`config.mk`:
```
export PLATFORM = sky130hd
export DESIGN_NAME = rv_bpu_flat
export DESIGN_NICKNAME = d
export VERILOG_FILES = /design/src/rtl/rv_bpu_pkg.sv /design/src/rtl/rv_bpu_if.sv /design/src/rtl/rv_bpu_btb.sv /design/src/rtl/rv_bpu.sv /design/src/flat_wrapper.sv
export SDC_FILE = /design/constraint.sdc
export NUM_CORES = 2
export LEC_CHECK = 0
export BUFFER_PORTS_ARGS = -buffer_cell sky130_fd_sc_hd__buf_4
export CORE_MARGIN = 2
export CORE_UTILIZATION = 25
export DETAILED_ROUTE_END_ITERATION = 7
export SETUP_SLACK_MARGIN = 0.15
export SLEW_MARGIN = 20
export SYNTH_ARGS = -nofsm -noshare
export SYNTH_HDL_FRONTEND = slang
export SYNTH_SLANG_ARGS = --single-unit
```
`constraint.sdc`:
```
create_clock -name clk -period 14.6 [get_ports clk]
set_input_delay 1.46 -clock clk [delete_from_list [all_inputs] [get_ports clk]]
set_output_delay 1.46 -clock clk [all_outputs]
set_load 0.05 [all_outputs]
```
`src/rtl/rv_bpu_pkg.sv`:
```
// rv_bpu_pkg: shared definitions for the branch prediction unit.
//   - BPU_BIMODAL / BPU_GSHARE : PHT indexing mode selectors
//   - ctr_reset_val            : weakly-not-taken counter encoding
//   - ctr_next                 : saturating up/down counter step
//   - bidx_of / tag_of         : BTB index and tag extraction from a PC
// Functions work on 32/64-bit containers; callers cast to their own widths.
package rv_bpu_pkg;

    localparam int BPU_BIMODAL = 0;
    localparam int BPU_GSHARE  = 1;

    // 2^(ctr_w-1)-1: one step below the taken threshold.
    function automatic logic [31:0] ctr_reset_val(input int ctr_w);
        return 32'((64'd1 << (ctr_w - 1)) - 64'd1);
    endfunction

    function automatic logic [31:0] ctr_next(input logic [31:0] ctr,
                                             input logic        taken,
                                             input int          ctr_w);
        logic [31:0] ctr_max;
        ctr_max = 32'((64'd1 << ctr_w) - 64'd1);
        if (taken) begin
            return (ctr == ctr_max) ? ctr : ctr + 32'd1;
        end
        return (ctr == 32'd0) ? ctr : ctr - 32'd1;
    endfunction

    // Instructions are 4-byte aligned, so the index starts at bit 2.
    function automatic logic [31:0] bidx_of(input logic [63:0] pc, input int iw);
        return 32'((pc >> 2) & ((64'd1 << iw) - 64'd1));
    endfunction

    function automatic logic [31:0] tag_of(input logic [63:0] pc, input int iw,
                                           input int tag_w);
        return 32'((pc >> (2 + iw)) & ((64'd1 << tag_w) - 64'd1));
    endfunction

endpackage

```
`src/rtl/rv_bpu_if.sv`:
```
// rv_bpu_if: IF lookup and EX resolution bus between the core and the BPU.
//   master : core side, drives lookup/resolution, receives prediction/flush
//   slave  : BPU side
// Signals: if_valid_i, if_pc_i -> pred_taken_o, pred_target_o, pred_ghr_o;
//          ex_* resolution inputs -> flush_o, redirect_pc_o.
interface rv_bpu_if #(
    parameter int XLEN  = 64,
    parameter int GHR_W = 4
);
    logic             if_valid_i;
    logic [XLEN-1:0]  if_pc_i;
    logic             pred_taken_o;
    logic [XLEN-1:0]  pred_target_o;
    logic [GHR_W-1:0] pred_ghr_o;
    logic             ex_valid_i;
    logic             ex_is_branch_i;
    logic [XLEN-1:0]  ex_pc_i;
    logic             ex_taken_i;
    logic [XLEN-1:0]  ex_target_i;
    logic             ex_pred_taken_i;
    logic [XLEN-1:0]  ex_pred_target_i;
    logic [GHR_W-1:0] ex_ghr_i;
    logic             flush_o;
    logic [XLEN-1:0]  redirect_pc_o;

    modport master (
        output if_valid_i, if_pc_i,
        output ex_valid_i, ex_is_branch_i, ex_pc_i, ex_taken_i, ex_target_i,
        output ex_pred_taken_i, ex_pred_target_i, ex_ghr_i,
        input  pred_taken_o, pred_target_o, pred_ghr_o, flush_o, redirect_pc_o
    );

    modport slave (
        input  if_valid_i, if_pc_i,
        input  ex_valid_i, ex_is_branch_i, ex_pc_i, ex_taken_i, ex_target_i,
        input  ex_pred_taken_i, ex_pred_target_i, ex_ghr_i,
        output pred_taken_o, pred_target_o, pred_ghr_o, flush_o, redirect_pc_o
    );
endinterface

```
`src/rtl/rv_bpu_btb.sv`:
```
// rv_bpu_btb: branch target buffer storage.
//   clk, rst             : clock, synchronous active-high reset (valid bits only)
//   rd_idx -> rd_valid, rd_tag, rd_target : combinational read port
//   wr_en, wr_idx, wr_tag, wr_target      : synchronous write port (sets valid)
module rv_bpu_btb #(
    parameter  int XLEN    = 64,
    parameter  int ENTRIES = 16,
    parameter  int TAG_W   = 8,
    localparam int IW      = $clog2(ENTRIES)
) (
    input  logic             clk,
    input  logic             rst,
    input  logic [IW-1:0]    rd_idx,
    output logic             rd_valid,
    output logic [TAG_W-1:0] rd_tag,
    output logic [XLEN-1:0]  rd_target,
    input  logic             wr_en,
    input  logic [IW-1:0]    wr_idx,
    input  logic [TAG_W-1:0] wr_tag,
    input  logic [XLEN-1:0]  wr_target
);
    logic [ENTRIES-1:0] valid;
    logic [TAG_W-1:0]   tag_mem    [ENTRIES];
    logic [XLEN-1:0]    target_mem [ENTRIES];

    always_ff @(posedge clk) begin
        if (rst) begin
            valid <= '0;
        end else if (wr_en) begin
            valid[wr_idx] <= 1'b1;
        end
    end

    // Tags and targets carry no reset; a write coinciding with reset is dropped
    // so a stale payload never pairs with a later valid bit.
    always_ff @(posedge clk) begin
        if (wr_en && !rst) begin
            tag_mem[wr_idx]    <= wr_tag;
            target_mem[wr_idx] <= wr_target;
        end
    end

    assign rd_valid  = valid[rd_idx];
    assign rd_tag    = tag_mem[rd_idx];
    assign rd_target = target_mem[rd_idx];

endmodule

```
`src/rtl/rv_bpu.sv`:
```
// rv_bpu: branch prediction unit (tagged BTB + PHT of saturating counters,
// bimodal or gshare indexing with a speculative GHR).
//   clk, rst : clock, synchronous active-high reset
//   bus      : rv_bpu_if slave -- IF lookup (combinational prediction) and
//              EX resolution (training, GHR repair, flush + redirect PC)
module rv_bpu
    import rv_bpu_pkg::*;
#(
    parameter int XLEN    = 64,
    parameter int ENTRIES = 16,
    parameter int TAG_W   = 8,
    parameter int CTR_W   = 2,
    parameter int GSHARE  = 0,
    parameter int GHR_W   = 4
) (
    input  logic     clk,
    input  logic     rst,
    rv_bpu_if.slave  bus
);
    localparam int IW = $clog2(ENTRIES);
    localparam logic [CTR_W-1:0] CTR_RST = CTR_W'(ctr_reset_val(CTR_W));

    logic [GHR_W-1:0] ghr;
    logic [CTR_W-1:0] pht [ENTRIES];

    logic [IW-1:0]    if_bidx, if_pidx, ex_bidx, ex_pidx;
    logic [TAG_W-1:0] if_tag, ex_tag;
    logic             btb_valid;
    logic [TAG_W-1:0] btb_tag;
    logic [XLEN-1:0]  btb_target;
    logic             hit, pred_taken, train, mispredict;

    // Shift a direction bit into a history; the cast drops the oldest bit,
    // which also covers a one-bit history.
    function automatic logic [GHR_W-1:0] ghr_push(input logic [GHR_W-1:0] h,
                                                  input logic b);
        return GHR_W'({h, b});
    endfunction

    assign if_bidx = IW'(bidx_of(64'(bus.if_pc_i), IW));
    assign if_tag  = TAG_W'(tag_of(64'(bus.if_pc_i), IW, TAG_W));
    assign ex_bidx = IW'(bidx_of(64'(bus.ex_pc_i), IW));
    assign ex_tag  = TAG_W'(tag_of(64'(bus.ex_pc_i), IW, TAG_W));

    // Training uses the history snapshot taken at lookup time, so the same
    // counter that produced the prediction is the one trained.
    assign if_pidx = (GSHARE == BPU_GSHARE) ? (if_bidx ^ IW'(ghr)) : if_bidx;
    assign ex_pidx = (GSHARE == BPU_GSHARE) ? (ex_bidx ^ IW'(bus.ex_ghr_i)) : ex_bidx;

    rv_bpu_btb #(
        .XLEN    (XLEN),
        .ENTRIES (ENTRIES),
        .TAG_W   (TAG_W)
    ) u_btb (
        .clk       (clk),
        .rst       (rst),
        .rd_idx    (if_bidx),
        .rd_valid  (btb_valid),
        .rd_tag    (btb_tag),
        .rd_target (btb_target),
        .wr_en     (train && bus.ex_taken_i),
        .wr_idx    (ex_bidx),
        .wr_tag    (ex_tag),
        .wr_target (bus.ex_target_i)
    );

    assign hit        = btb_valid && (btb_tag == if_tag);
    assign pred_taken = hit && pht[if_pidx][CTR_W-1];

    assign bus.pred_taken_o  = pred_taken;
    assign bus.pred_target_o = pred_taken ? btb_target : bus.if_pc_i + XLEN'(4);
    assign bus.pred_ghr_o    = ghr;

    assign train      = bus.ex_valid_i && bus.ex_is_branch_i;
    assign mispredict = train && ((bus.ex_taken_i != bus.ex_pred_taken_i) ||
                                  (bus.ex_taken_i && (bus.ex_target_i != bus.ex_pred_target_i)));

    assign bus.flush_o       = mispredict && !rst;
    assign bus.redirect_pc_o = !(mispredict && !rst) ? '0 :
                               bus.ex_taken_i ? bus.ex_target_i : bus.ex_pc_i + XLEN'(4);

    always_ff @(posedge clk) begin
        if (rst) begin
            for (int i = 0; i < ENTRIES; i++) begin
                pht[i] <= CTR_RST;
            end
        end else if (train) begin
            pht[ex_pidx] <= CTR_W'(ctr_next(32'(pht[ex_pidx]), bus.ex_taken_i, CTR_W));
        end
    end

    // Repair from EX outranks the speculative shift from IF.
    always_ff @(posedge clk) begin
        if (rst || (GSHARE != BPU_GSHARE)) begin
            ghr <= '0;
        end else if (mispredict) begin
            ghr <= ghr_push(bus.ex_ghr_i, bus.ex_taken_i);
        end else if (bus.if_valid_i && hit) begin
            ghr <= ghr_push(ghr, pred_taken);
        end
    end

endmodule

```
`src/flat_wrapper.sv`:
```
// flat-port wrapper written by rule: the top's interface ports become plain ports
module rv_bpu_flat import rv_bpu_pkg::*;
#(
    parameter int XLEN    = 64,
    parameter int ENTRIES = 16,
    parameter int TAG_W   = 8,
    parameter int CTR_W   = 2,
    parameter int GSHARE  = 0,
    parameter int GHR_W   = 4
)
  (clk, rst, bus_if_valid_i, bus_if_pc_i, bus_ex_valid_i, bus_ex_is_branch_i, bus_ex_pc_i, bus_ex_taken_i, bus_ex_target_i, bus_ex_pred_taken_i, bus_ex_pred_target_i, bus_ex_ghr_i, bus_pred_taken_o, bus_pred_target_o, bus_pred_ghr_o, bus_flush_o, bus_redirect_pc_o);
  rv_bpu_if #(.XLEN(XLEN), .GHR_W(GHR_W)) bus_i ();
  input  logic clk;
  input  logic rst;
  input wire logic [$bits(bus_i.if_valid_i)-1:0] bus_if_valid_i;
  input wire logic [$bits(bus_i.if_pc_i)-1:0] bus_if_pc_i;
  input wire logic [$bits(bus_i.ex_valid_i)-1:0] bus_ex_valid_i;
  input wire logic [$bits(bus_i.ex_is_branch_i)-1:0] bus_ex_is_branch_i;
  input wire logic [$bits(bus_i.ex_pc_i)-1:0] bus_ex_pc_i;
  input wire logic [$bits(bus_i.ex_taken_i)-1:0] bus_ex_taken_i;
  input wire logic [$bits(bus_i.ex_target_i)-1:0] bus_ex_target_i;
  input wire logic [$bits(bus_i.ex_pred_taken_i)-1:0] bus_ex_pred_taken_i;
  input wire logic [$bits(bus_i.ex_pred_target_i)-1:0] bus_ex_pred_target_i;
  input wire logic [$bits(bus_i.ex_ghr_i)-1:0] bus_ex_ghr_i;
  output wire logic [$bits(bus_i.pred_taken_o)-1:0] bus_pred_taken_o;
  output wire logic [$bits(bus_i.pred_target_o)-1:0] bus_pred_target_o;
  output wire logic [$bits(bus_i.pred_ghr_o)-1:0] bus_pred_ghr_o;
  output wire logic [$bits(bus_i.flush_o)-1:0] bus_flush_o;
  output wire logic [$bits(bus_i.redirect_pc_o)-1:0] bus_redirect_pc_o;
  assign bus_i.if_valid_i = bus_if_valid_i;
  assign bus_i.if_pc_i = bus_if_pc_i;
  assign bus_i.ex_valid_i = bus_ex_valid_i;
  assign bus_i.ex_is_branch_i = bus_ex_is_branch_i;
  assign bus_i.ex_pc_i = bus_ex_pc_i;
  assign bus_i.ex_taken_i = bus_ex_taken_i;
  assign bus_i.ex_target_i = bus_ex_target_i;
  assign bus_i.ex_pred_taken_i = bus_ex_pred_taken_i;
  assign bus_i.ex_pred_target_i = bus_ex_pred_target_i;
  assign bus_i.ex_ghr_i = bus_ex_ghr_i;
  assign bus_pred_taken_o = bus_i.pred_taken_o;
  assign bus_pred_target_o = bus_i.pred_target_o;
  assign bus_pred_ghr_o = bus_i.pred_ghr_o;
  assign bus_flush_o = bus_i.flush_o;
  assign bus_redirect_pc_o = bus_i.redirect_pc_o;
  rv_bpu #(.XLEN(XLEN), .ENTRIES(ENTRIES), .TAG_W(TAG_W), .CTR_W(CTR_W), .GSHARE(GSHARE), .GHR_W(GHR_W)) u_core (.clk(clk), .rst(rst), .bus(bus_i));
endmodule
```
# After elaboration in Yosys (flattened, before gate mapping)
# Memories as Yosys holds them, arrays and structs flattened.
# Index checks and enable logic that the tools add are counted.
# word_totals
in_bits	267
regBits	16
wordCells	55
output_inout_bits	134
mem_bits_rw	1184
mem_count	3
# mem_list
memory	words	word_bits	rd	rd_clocked_by_memory_dff	wr	line_no	text
u_core.u_btb.target_mem	16	64	1	0	1	rv_bpu_btb.sv:24	logic [XLEN-1:0] target_mem [ENTRIES];
u_core.u_btb.tag_mem	16	8	1	0	1	rv_bpu_btb.sv:23	logic [TAG_W-1:0] tag_mem [ENTRIES];
u_core.pht	16	2	2	0	16	rv_bpu.sv:24	logic [CTR_W-1:0] pht [ENTRIES];
# classes
reduce_logical	13
n_eq_ne	4
n_addsub	4
muxes	26
magnitude_cmp	3
bitwise	1
# ops
operator	n
64-bit 2-to-1 mux	3
64-bit by 3-bit adder with 64-bit output (second input constant)	2
64-bit inequality test	1
16-bit bitwise OR	1
2-bit 2-to-1 mux	7
1-bit 2-to-1 mux	13
4-bit by 5-bit < comparator with 1-bit output (second input constant)	2
1-bit logical AND	9
8-bit equality test	1
1-bit binary-select mux with 4-bit select	1
1-bit demux with 4-bit select	1
4-bit by 1-bit greater-or-equal comparator with 1-bit output (second input constant)	1
4-bit 2-to-1 mux	1
2-bit by 1-bit adder with 2-bit output (second input constant)	1
2-bit equality test (second input constant)	1
2-bit logical NOT	1
2-bit OR reduction	1
2-bit by 1-bit subtractor with 2-bit output (second input constant)	1
1-bit logical NOT	1
1-bit logical OR	1
1-bit inequality test	1

# Depth between registers and ports, before layout
# An unclocked memory read counts as a cell.
# depth
depth_word	8
mapped_depth	15

# By module
# A second synthesis with hierarchy kept.
# hier_totals
cells_unflattened	2787
hier_area_um2	50368.3
# by_module_without_submodules
mod	instances	area_each_um2	cells_per_inst
rv_bpu_btb	1	43658.1	1822
rv_bpu	1	6710.2	965

# Worst setup path after synthesis
# OpenSTA, ideal clock, no wires.
# synth_path
path_type	input to register
startpoint	input port bus_ex_pc_i[2]
endpoint	memory u_core.u_btb.tag_mem[2][0] (enable)
path_slack_ps	4959
stages	5
setup_time_ps	683
t_arrival_ps	8958
path_buffers	1
path_cell_list	clkbuf_1 -> inv_1 -> ha_1 -> nand2_1 -> nor4_1
# synth_lines
item	line_no	text
start: declaration	flat_wrapper.sv:19	input wire logic [$bits(bus_i.ex_pc_i)-1:0] bus_ex_pc_i;
end: declaration	rv_bpu_btb.sv:23	
# No word-level cell before the write port.

# Final worst setup path
# layout_path
startpoint	input port bus_if_pc_i[4]
endpoint	output port bus_pred_target_o[45]
# layout_via
elab_chain_len	5
word_cells_on_any_way	10
cone_classes	add/sub (1); eq/ne (1); mux (3); reduce/logical (2); memory (3)
# layout_rtl
item	line_no	text
start: declaration	flat_wrapper.sv:16	input wire logic [$bits(bus_i.if_pc_i)-1:0] bus_if_pc_i;
parallel branches: the longest is 4 deep, another holds 64-bit by 3-bit adder with 64-bit output	n/a	
64-bit 2-to-1 mux (*)	rv_bpu.sv:71	assign bus.pred_target_o = pred_taken ? btb_target : bus.if_pc_i + XLEN'(4);
end: declaration	flat_wrapper.sv:26	output wire logic [$bits(bus_i.pred_target_o)-1:0] bus_pred_target_o;
# Every way passes the cells marked *. The select of a mux whose other input is x is not followed.

==> summary.md <==
| Metric | Value |
|---|---|
| Crit Path Category | in -> out |
| Final Cycle Share | 60.9% |
| Clock-pin slew on the worst setup and hold paths | 60 ps |
| TritonCTS clock tree | yes |
| Core area | 200000 µm² |
| Leading cell types in the layout, fill and taps excluded | edfxtp_1, buf_4, mux4_2 |
| Critical-path cell list | buf_4 -> buf_4 -> buf_4 -> nor2_1 -> o211a_1 -> a2111oi_0 -> o22ai_1 -> or4_1 -> nor3_4 -> buf_4 -> buf_4 -> o21ai_0 -> buf_4 |
| Hold endpoint | u_core.u_btb.valid[15] |
| Final Max Tran Viols | 0 |
| Power density cells | 122 nW/µm² |
| Comb pwr share | 7.8% |
| Routed Antenna Nets | 0 |
| Setup TNS | 0 ps |
| Port Buffers | 391 |
| Warnings, synthesis | 0 |
| RR Startpoint | u_core.pht[10][1] |
| Slowest cell on the critical path | buf_4 |
| H-Tree Depth | 3 |
| Internal Power | 5.69 mW |
| GRT Resource Usage Total | 15.8% |
| Fmax achieved | 113 MHz |
| Final hold violation count | 0 |
| Pre-antenna DRT Iters | 5 |
| Post-Syn Area per Cell | 19.1 µm² |
| Worst hold path depth | 1 |
| Synth unique cells | 62 |
| Initial Util | 25.2% |
| Clock Tree Buf Depth | 3 |
| Maximum VDD drop | 114 µV |
| Largest net degree at the start of global routing | 80 |
| Top-Level Pins | 401 |
| CP endpoint kind | output port |
| RSZ-0062 raised after global routing | false |
| First-pass GRT wire length | 225 mm |
| CP max FO | 62 |
| Vias per cell | 4.73 |
| GPL Wtd Cong | 0.818 |
| Worst Tran Pin Value | 1120 ps |
| Worst R2R Setup Slack | 12050 ps |
| Worst R2R Path Depth | 5 |
| Antenna violations before repair | 36 |
| Primary FF master, synth | edfxtp_1 |
| Worst path top cell family by delay | buffers and inverters |
| Final HPWL DP | 107 mm |
| Synth Register Bits | 1200 |
| Vias in the first global route | 27800 |
| Worst skew pair latency | 710 ps |
| Outcome | complete, no violations |
| Buf+Inv Stages, Crit Path | 6 |
| CP Launch Type | primary input |
| Leakage power | 19.2 nW |
| Gate Count Post-Synth | 2631 |
| CP startpoint | bus_if_pc_i[4] |
| Max_slew headroom | 25.4% |
| Sequential share of the synthesized area | 71.3% |
| Mapped Area | 50300 µm² |
| Clock power frac | 40.5% |
| Storage element area | 35900 µm² |
| Gr ovfl total | 0 |
| Clock sink count | 1200 |
| Full die area | 205000 µm² |
| Routed vias | 27500 |
| Post-CTS Resized | 0 |
| Psw | 1.66 mW |
| Drt drc | 0 |
| Proportion of layout cells with a drive suffix above 1 | 32.8% |
| Routed Wire Length | 166 mm |
| Root Buffer | clkbuf_16 |
| Max incr delay on CP | 890 ps |
| Post-layout min period | 8890 ps |
| DRT iter0 DRCs | 2583 |
| Area Growth Syn to Fin | 19.8% |
| Cell mode on critical path | buf_4 |
| Min-delay worst type | reg -> reg |
| Post-CTS Setup Repair Bufs | 0 |
| Max cap viols | 0 |
| WP data required | 13140 ps |
| HP Start | u_core.u_btb.valid[15] |
| Clock Skews | 9.12 ps |
| Die Y | 453 µm |
| WP data arrival | 7430 ps |
| Wire per inst | 28.6 µm |
| Core Rows | 164 |
| Commonest non-fill, non-tap cell in the layout | edfxtp_1 |
| Register share of total power | 51.7% |
| Final setup violation count | 0 |
| Asr flop ratio synth | 0% |
| Filler cells | 19500 |
| Total Power | 7.35 mW |
| Final nets | 3327 |
| Number of synthesized flops with an enable pin | 1184 |
| Num CTS Buffers | 112 |
| Multi-input gate area in the final layout | 13800 µm² |
| Switch share | 22.6% |
| Die width | 453 µm |
| RR Endpoint | u_core.pht[2][1] |
| Hold buffer count at CTS | 0 |
[synthesized netlist by cell type (3+ instances only)]
library cell     n  area share [%]
nor3_1          43            0.43
inv_1           40            0.30
or3_1            7           0.087
xor2_1          90             1.6
xnor2_1         76             1.3
a21o_1          16            0.24
nor4_1          21            0.26
and4_1          14            0.24
buf_4           11            0.16
a211oi_1        20            0.30
nor2_1         127            0.95
clkbuf_1        83            0.62
o21ai_0         52            0.52
and3_1          27            0.34
mux2_2          14            0.31
o21ai_1         18            0.18
mux2_1           7            0.16
or4_1            3           0.045
and2_1           3           0.037
mux2i_1         36            0.72
nand4_1         36            0.45
dfxtp_1         16            0.64
edfxtp_1      1184              71
o22ai_1          8           0.099
buf_2           28            0.28
ha_1             5            0.12
nand2b_1         3           0.037
buf_6            8            0.18
mux4_2         361              16
buf_1           18            0.13
a21oi_1         29            0.29
nand2_1        133            0.99
or2_2            4           0.050
a221o_1          3           0.060
nand3_1         48            0.48
a2111oi_0        3           0.052
o2bb2ai_1        3           0.052
a22oi_1          3           0.045
[worst max path at each step]
| stage | slack (ps) | end | cells after the start |
|---|---|---|---|
| final | 5710 | bus_pred_target_o[45] | 13 |
| after global routing | 5530 | bus_pred_target_o[45] | 13 |
| after CTS | 5650 | bus_pred_target_o[45] | 13 |
| after detailed placement | 5670 | bus_pred_target_o[45] | 13 |
| after global placement | 5750 | bus_pred_target_o[45] | 13 |
| after floorplan | 4960 | u_core.u_btb.tag_mem[2][0] | 5 |
[cells by family after synthesis]
family	synth area share (%)
flip-flops	71.3
AND/OR/NAND/NOR	4.56
multiplexers	17.3
buffers and inverters	1.70
AO/OA/AOI/OAI	2.09
XOR/XNOR	2.89
adder cells (fa/ha/maj)	0.164
other	0.00745
[layer usage]
metal	wire (µm)	vias up	GRT usage, %	part of all wire [%]
met4	11800	38	10.2	7.1
met1	58900	14600	17.6	35
met3	9220	282	2.48	5.5
met2	86000	1002	28.0	52
met5	253	-	0	0.15
li1	-	11600	-	-
[cell type report]
| class | count | area share, % |
|---|---|---|
| Clock inverter | 74 | 1.25 |
| Timing Repair Buffer | 456 | 5.70 |
| Multi-Input combinational cell | 1243 | 22.8 |
| Inverter | 42 | 0.274 |
| Antenna cell | 11 | 0.0456 |
| Clock buffer | 136 | 4.92 |
| Tap cell | 2656 | 5.51 |
| Sequential cell | 1200 | 59.5 |
[per-stage QoR]
stage | util (%) | cells | cell area, µm² | setup WS, ps | hold WS, ps
finish | 30.2 | 5818 | 60300 | 5710 | 455
floorplan | - | 2634 | 50400 | 4960 | 418
CTS | 30.2 | 5807 | 60300 | 5650 | 456
global placement | 28.3 | 5597 | 56600 | 5750 | 429
global route | 30.2 | 5812 | 60300 | 5530 | 471
detailed placement | 28.3 | 5597 | 56600 | 5670 | 441
[worst register-to-register path, cell delays in order (launching register included)]
cell      delay [ps]
edfxtp_1         430
mux4_2           490
mux2_2           270
o21ai_0          270
maj3_1           700
nor4_1           120
[power by group through the flow]
| stage | sequential (mW) | clock [mW] | combinational, mW |
|---|---|---|---|
| 2_1_floorplan | 3.88 | 0 | 0.296 |
| 4_1_cts | 3.80 | 3.02 | 0.583 |
| 5_1_grt | 3.80 | 3.15 | 0.602 |
| 3_3_place_gp | 3.87 | 0 | 0.577 |
| 6_report | 3.80 | 2.98 | 0.573 |
| 3_5_place_dp | 3.87 | 0 | 0.581 |
[state kept, by name, indices dropped and copies added, names as in the netlist]
| name | flops |
|---|---|
| u_core.pht | 32 |
| u_core.u_btb.target_mem | 1024 |
| u_core.u_btb.valid | 16 |
| u_core.u_btb.tag_mem | 128 |
Note: power is estimated with default switching activity, not from simulation.
